**config.mk**
```make
export PLATFORM = sky130hd
export DESIGN_NAME = qam_ser_ber_meter
export DESIGN_NICKNAME = d
export VERILOG_FILES = /design/src/rtl/qam_ser_ber_meter.sv
export SDC_FILE = /design/constraint.sdc
export NUM_CORES = 1
export LEC_CHECK = 0
export BUFFER_PORTS_ARGS = -buffer_cell sky130_fd_sc_hd__buf_2
export CAP_MARGIN = 20
export CORE_UTILIZATION = 40
export CTS_BUF_LIST = sky130_fd_sc_hd__clkbuf_8 sky130_fd_sc_hd__clkbuf_16
export DETAILED_ROUTE_END_ITERATION = 7
export PLACE_DENSITY = 0.65
export RECOVER_POWER = 25
export SLEW_MARGIN = 20
export SYNTH_ARGS = -nofsm -noshare
export SYNTH_HDL_FRONTEND = slang
export SYNTH_SLANG_ARGS = --single-unit
```
**constraint.sdc**
```tcl
create_clock -name clk -period 7.35 [get_ports clk]
set_input_delay 1.47 -clock clk [delete_from_list [all_inputs] [get_ports clk]]
set_output_delay 1.47 -clock clk [all_outputs]
set_load 0.005 [all_outputs]
```
**src/rtl/qam_ser_ber_meter.sv**
```systemverilog
// qam_ser_ber_meter: searches the reference-to-receiver symbol delay, locks on it, then
// counts symbol errors, bit errors and symbols over LFSR periods framed by period_start_i.
module qam_ser_ber_meter #(
  parameter int SYM_BITS     = 4,
  parameter int MAX_DELAY    = 16,
  parameter int ALIGN_LEN    = 64,
  parameter int ALIGN_THRESH = 2,
  parameter int CNT_WIDTH    = 22,
  parameter bit CONTINUOUS   = 1'b0,
  localparam int DW = (MAX_DELAY > 1) ? $clog2(MAX_DELAY) : 1
) (
  input  logic                 clk,
  input  logic                 reset,
  input  logic                 clk_en_i,
  input  logic                 start_i,
  input  logic [SYM_BITS-1:0]  ref_sym_i,
  input  logic [SYM_BITS-1:0]  rx_sym_i,
  input  logic                 period_start_i,
  output logic                 locked_o,
  output logic [DW-1:0]        lock_delay_o,
  output logic                 lock_fail_o,
  output logic [CNT_WIDTH-1:0] sym_err_count_o,
  output logic [CNT_WIDTH-1:0] bit_err_count_o,
  output logic [CNT_WIDTH-1:0] sym_count_o,
  output logic                 saturated_o,
  output logic                 result_valid_o
);
  localparam int AW = $clog2(ALIGN_LEN + 1);
  localparam int BW = $clog2(SYM_BITS + 1);
  typedef enum logic [2:0] {IDLE, SEARCH, WAIT_PERIOD, MEASURE, DONE} state_t;
  state_t state_q, state_d;
  logic [SYM_BITS-1:0] line_q [MAX_DELAY-1];
  logic [SYM_BITS-1:0] tap [MAX_DELAY];
  logic [SYM_BITS-1:0] diff;
  logic err;
  logic [BW-1:0] nbit;
  logic [DW-1:0] d_q, d_d, ld_q, ld_d;
  logic [AW-1:0] idx_q, idx_d, mis_q, mis_d, mis_n;
  logic [CNT_WIDTH-1:0] rs_q, rs_d, re_q, re_d, rb_q, rb_d;
  logic [CNT_WIDTH-1:0] se_q, se_d, be_q, be_d, sc_q, sc_d;
  logic [CNT_WIDTH:0] rs_sum, re_sum, rb_sum;
  logic rsat_q, rsat_d, sat_q, sat_d, fail_q, fail_d, rv_q, rv_d;
  assign tap[0] = ref_sym_i;
  for (genvar k = 1; k < MAX_DELAY; k++) begin : g_tap
    assign tap[k] = line_q[k-1];
  end
  assign diff = tap[d_q] ^ rx_sym_i;
  assign err = |diff;
  always_comb begin
    nbit = '0;
    for (int i = 0; i < SYM_BITS; i++) nbit = nbit + BW'(diff[i]);
  end
  assign mis_n = mis_q + AW'(err);
  assign rs_sum = {1'b0, rs_q} + (CNT_WIDTH+1)'(1);
  assign re_sum = {1'b0, re_q} + (CNT_WIDTH+1)'(err);
  assign rb_sum = {1'b0, rb_q} + (CNT_WIDTH+1)'(nbit);
  always_comb begin
    state_d = state_q;
    d_d = d_q;
    idx_d = idx_q;
    mis_d = mis_q;
    rs_d = rs_q;
    re_d = re_q;
    rb_d = rb_q;
    rsat_d = rsat_q;
    ld_d = ld_q;
    se_d = se_q;
    be_d = be_q;
    sc_d = sc_q;
    sat_d = sat_q;
    fail_d = 1'b0;
    rv_d = 1'b0;
    if (clk_en_i) begin
      case (state_q)
        IDLE, DONE: if (start_i) begin
          state_d = SEARCH;
          d_d = '0;
          idx_d = '0;
          mis_d = '0;
        end
        SEARCH: begin
          idx_d = idx_q + AW'(1);
          mis_d = mis_n;
          if (idx_q == AW'(ALIGN_LEN - 1)) begin
            idx_d = '0;
            mis_d = '0;
            if (mis_n <= AW'(ALIGN_THRESH)) begin
              state_d = WAIT_PERIOD;
              ld_d = d_q;
            end else if (d_q == DW'(MAX_DELAY - 1)) begin
              state_d = IDLE;
              fail_d = 1'b1;
            end else d_d = d_q + DW'(1);
          end
        end
        WAIT_PERIOD: if (period_start_i) begin
          state_d = MEASURE;
          rs_d = CNT_WIDTH'(1);
          re_d = CNT_WIDTH'(err);
          rb_d = CNT_WIDTH'(nbit);
          rsat_d = 1'b0;
        end
        MEASURE: if (period_start_i) begin
          // the closing symbol belongs to the next window, not this one
          se_d = re_q;
          be_d = rb_q;
          sc_d = rs_q;
          sat_d = rsat_q;
          rv_d = 1'b1;
          state_d = CONTINUOUS ? MEASURE : DONE;
          rs_d = CNT_WIDTH'(1);
          re_d = CNT_WIDTH'(err);
          rb_d = CNT_WIDTH'(nbit);
          rsat_d = 1'b0;
        end else begin
          rs_d = rs_sum[CNT_WIDTH] ? '1 : rs_sum[CNT_WIDTH-1:0];
          re_d = re_sum[CNT_WIDTH] ? '1 : re_sum[CNT_WIDTH-1:0];
          rb_d = rb_sum[CNT_WIDTH] ? '1 : rb_sum[CNT_WIDTH-1:0];
          rsat_d = rsat_q | rs_sum[CNT_WIDTH] | re_sum[CNT_WIDTH] | rb_sum[CNT_WIDTH];
        end
        default: state_d = IDLE;
      endcase
    end
  end
  always_ff @(posedge clk) begin
    if (reset) begin
      state_q <= IDLE;
      d_q <= '0;
      idx_q <= '0;
      mis_q <= '0;
      rs_q <= '0;
      re_q <= '0;
      rb_q <= '0;
      rsat_q <= 1'b0;
      ld_q <= '0;
      se_q <= '0;
      be_q <= '0;
      sc_q <= '0;
      sat_q <= 1'b0;
      fail_q <= 1'b0;
      rv_q <= 1'b0;
    end else begin
      state_q <= state_d;
      d_q <= d_d;
      idx_q <= idx_d;
      mis_q <= mis_d;
      rs_q <= rs_d;
      re_q <= re_d;
      rb_q <= rb_d;
      rsat_q <= rsat_d;
      ld_q <= ld_d;
      se_q <= se_d;
      be_q <= be_d;
      sc_q <= sc_d;
      sat_q <= sat_d;
      fail_q <= fail_d;
      rv_q <= rv_d;
    end
  end
  always_ff @(posedge clk) begin
    if (reset) for (int i = 0; i < MAX_DELAY - 1; i++) line_q[i] <= '0;
    else if (clk_en_i) begin
      line_q[0] <= ref_sym_i;
      for (int i = 1; i < MAX_DELAY - 1; i++) line_q[i] <= line_q[i-1];
    end
  end
  assign locked_o = (state_q == WAIT_PERIOD) || (state_q == MEASURE);
  assign lock_delay_o = ld_q;
  assign lock_fail_o = fail_q;
  assign sym_err_count_o = se_q;
  assign bit_err_count_o = be_q;
  assign sym_count_o = sc_q;
  assign saturated_o = sat_q;
  assign result_valid_o = rv_q;
endmodule

```
==> run metrics <==
RSZ-0062 raised after global routing=false; Root Buffer=clkbuf_16; Die Span Y=162.9 um; outcome=complete, but fails checks; WHS Path Cells=2; routed wire length=24.69 mm; Layout area overhead=12.99%; critical path endpoint category=flip-flop; PwrDens=roughly 220 nW/um^2; cts hold-fix bufs=0; DP Worst Slack=1.196 ns; # IOs=87; Setup CP Type=reg2reg; clock latency on the worst-skew pair=0.52 ns; Final ANT Viol Nets=0; DP Area=~11,000 um^2; Final setup viols=0; Core Util, Final=0.4631; CTS Buf Count=25; first-pass GRT wire length=40.94 mm; initial drt markers=just under 800; WP data arrival=6.09 ns; die area=26,530 um^2; Final Cycle Share=0.7735; H-tree depth=1; GRT overflow=0; CP required=just under 8 ns; slew margin rel.=-1.251; Sum Neg Setup Slack=0 ns; die width=162.9 um; Synth Instances=1,176; Main synth FF type=dfxtp_1; vias per cell=around 5.5; startpoint types=flip-flop; RePlAce Congestion=0.8307; Hold Crit Class=reg2reg; port buffer count=86; Worst Tran Pin Value=about 3.4 ns; failing checks=capacitance limit, slew limit; Syn Std Cell Area=approximately 10,000 um^2; PostCTS Resize Cnt=0; Async S/R FF share, synth=0; diode count=0; Mapped Nets=about 1,200; first drt pass iteration count=5; Setup Skew=0.009314 ns; EDFF count, synth=60; Reg clk slew, reported paths=0.06 ns; sequential area share after synthesis=0.4854; Routed wire per std cell=15.75 um; Final #Nets=1,247; vias in the first global route=roughly 8,000; Worst VDD drop=approximately 170 uV; final hold violation count=0; drc violations=0; Lkg Pwr=4.206 nW; maxcap violations=1; Worst R2R Path Depth=17; Initial Utilization=0.4099; Synth Register Bits=approximately 220; via count=8,652; initial antenna violation count=0; Core Region=25,250 um^2; maximum clock path buffer count=3; hpwl dp=15.87 mm; largest net degree at the start of global routing=100; TritonCTS clock tree=yes; fmax=175.9 MHz; Synth cell types=59; ratio of cells with drive above 1 in the final layout=0.1261; final worst-path setup slack=1.665 ns; synthesis warning total=0; CTS Sinks=approximately 220; total track usage=0.1864; Post-CTS Setup Repair Bufs=0; design area=11,700 um^2; Synth Area per Inst=8.802 um^2; Tmin final=5.685 ns; Cell Rows=between 50 and 60; Crit Path Max Fanout=19; final slew viol count=approximately 80
==> metal layers <==
| layer | track usage | wire length, um | share of wire | vias up |
|---|---|---|---|---|
| met5 | 0 | 0 | 0 | - |
| met4 | 0.04800 | 541 | 0.022 | 0 |
| met3 | 0.02292 | 1146 | 0.046 | 35 |
| met2 | 0.3101 | 11660 | 0.47 | 206 |
| met1 | 0.2554 | 11340 | 0.46 | 4152 |
| li1 | - | - | - | 4259 |
==> area by class of cell <==
type | count | area, um^2
Timing Repair Buffer | 96 | 489.2
Tap cell | 330 | 412.9
Multi-Input combinational cell | 861 | 4950
Sequential cell | 221 | 5025
Fill cell | 2463 | 13560
Clock inverter | 16 | 76.32
Clock buffer | 30 | 694.4
Inverter | 13 | 48.80
==> registers in the layout, indices dropped and copies added, names as in the netlist, 3 cells and up <==
register / cells
d_q: 4
line_q: 60
sym_count_o: 22
lock_delay_o: 4
re_q: 22
sym_err_count_o: 22
idx_q: 7
state_q: 3
bit_err_count_o: 22
rs_q: 22
rb_q: 22
mis_q: 7
==> Yosys cell counts, drive strengths merged, types with 6 or more instances <==
cell / number / share of area
nand2b: 14 / 0.0085
or3: 7 / 0.0042
mux4: 16 / 0.036
a31oi: 15 / 0.0091
o21ai: 100 / 0.049
a21oi: 153 / 0.074
and2: 46 / 0.028
and3: 18 / 0.011
or2: 10 / 0.0060
clkbuf: 65 / 0.024
buf: 16 / 0.0097
mux2i: 12 / 0.012
nor4: 7 / 0.0042
nand4: 6 / 0.0036
nor2b: 29 / 0.018
a211oi: 7 / 0.0051
nand3: 34 / 0.016
nor3: 23 / 0.011
xor2: 9 / 0.0076
nand2: 195 / 0.071
inv: 13 / 0.0047
edfxtp: 60 / 0.17
dfxtp: 161 / 0.31
nor2: 78 / 0.029
ha: 14 / 0.017
==> kinds of logic (layout without fill, tap and decap cells) <==
family          Yosys count  after routing  share of synthesized area
xor+xnor                 14             14                    0.01257
buf+inv                  94            155                    0.03820
fa+ha+maj                16             16                    0.02079
compound gates          324            324                     0.1759
simple gates            479            479                     0.2196
mux                      28             28                    0.04750
flops                   221            221                     0.4854
==> where the power goes <==
group,internal (mW),switching [mW]
Clock,0.667,0.491
Sequential,1.28,0.0166
Combinational,0.0414,0.0741
==> critical path, stage by stage (launching register included) <==
cell,delay (ns)
dfxtp_1,0.92
mux4_2,0.59
nor2b_1,0.15
a211oi_1,0.29
a21oi_1,0.10
xnor2_1,0.22
inv_1,0.10
fa_1,0.48
ha_1,0.19
ha_1,0.30
inv_1,0.08
fa_1,0.42
nor2b_1,0.25
o2111a_1,0.32
and3_1,0.61
nor2_1,0.08
a221o_1,0.32
a21oi_1,0.14
==> metrics by stage <==
step	cells	power (mW)	hold WS [ns]
global placement	1521	1.432	0.4351
global route	1567	2.657	0.4689
floorplan	1176	1.400	0.4258
detailed placement	1521	1.436	0.4441
CTS	1567	2.598	0.4520
finish	1567	2.568	0.4489
==> cell usage in the layout (no fill, tap or decap), types with 9 or more instances in the layout <==
cell | synthesis | routed
mux4_2 | 13 | 13
buf_4 | 0 | 9
mux2i_1 | 12 | 12
inv_1 | 13 | 19
a31oi_1 | 15 | 15
and2_0 | 0 | 20
nand2_1 | 195 | 195
a21oi_1 | 153 | 153
nor2b_1 | 29 | 29
and3_1 | 18 | 17
o21ai_0 | 98 | 98
clkbuf_1 | 63 | 11
clkbuf_16 | 0 | 25
nor3_1 | 23 | 23
dfxtp_1 | 161 | 161
and2_1 | 46 | 26
ha_1 | 14 | 14
or2_2 | 10 | 10
nand3_1 | 34 | 33
edfxtp_1 | 60 | 60
buf_2 | 13 | 76
nand2b_1 | 14 | 14
xor2_1 | 9 | 9
nor2_1 | 77 | 76
==> path summary, 6_finish.rpt <==
| path | endpoint | slack, ns | startpoint |
|---|---|---|---|
| min | sym_count_o[2] | 0.45 | sym_count_o[2] |
| max | rb_q[1] | 1.66 | d_q[0] |
| max reg2reg | rb_q[1] | 1.66 | d_q[0] |
| min reg2reg | sym_count_o[2] | 0.45 | sym_count_o[2] |
Note: power is estimated with default switching activity, not from simulation.
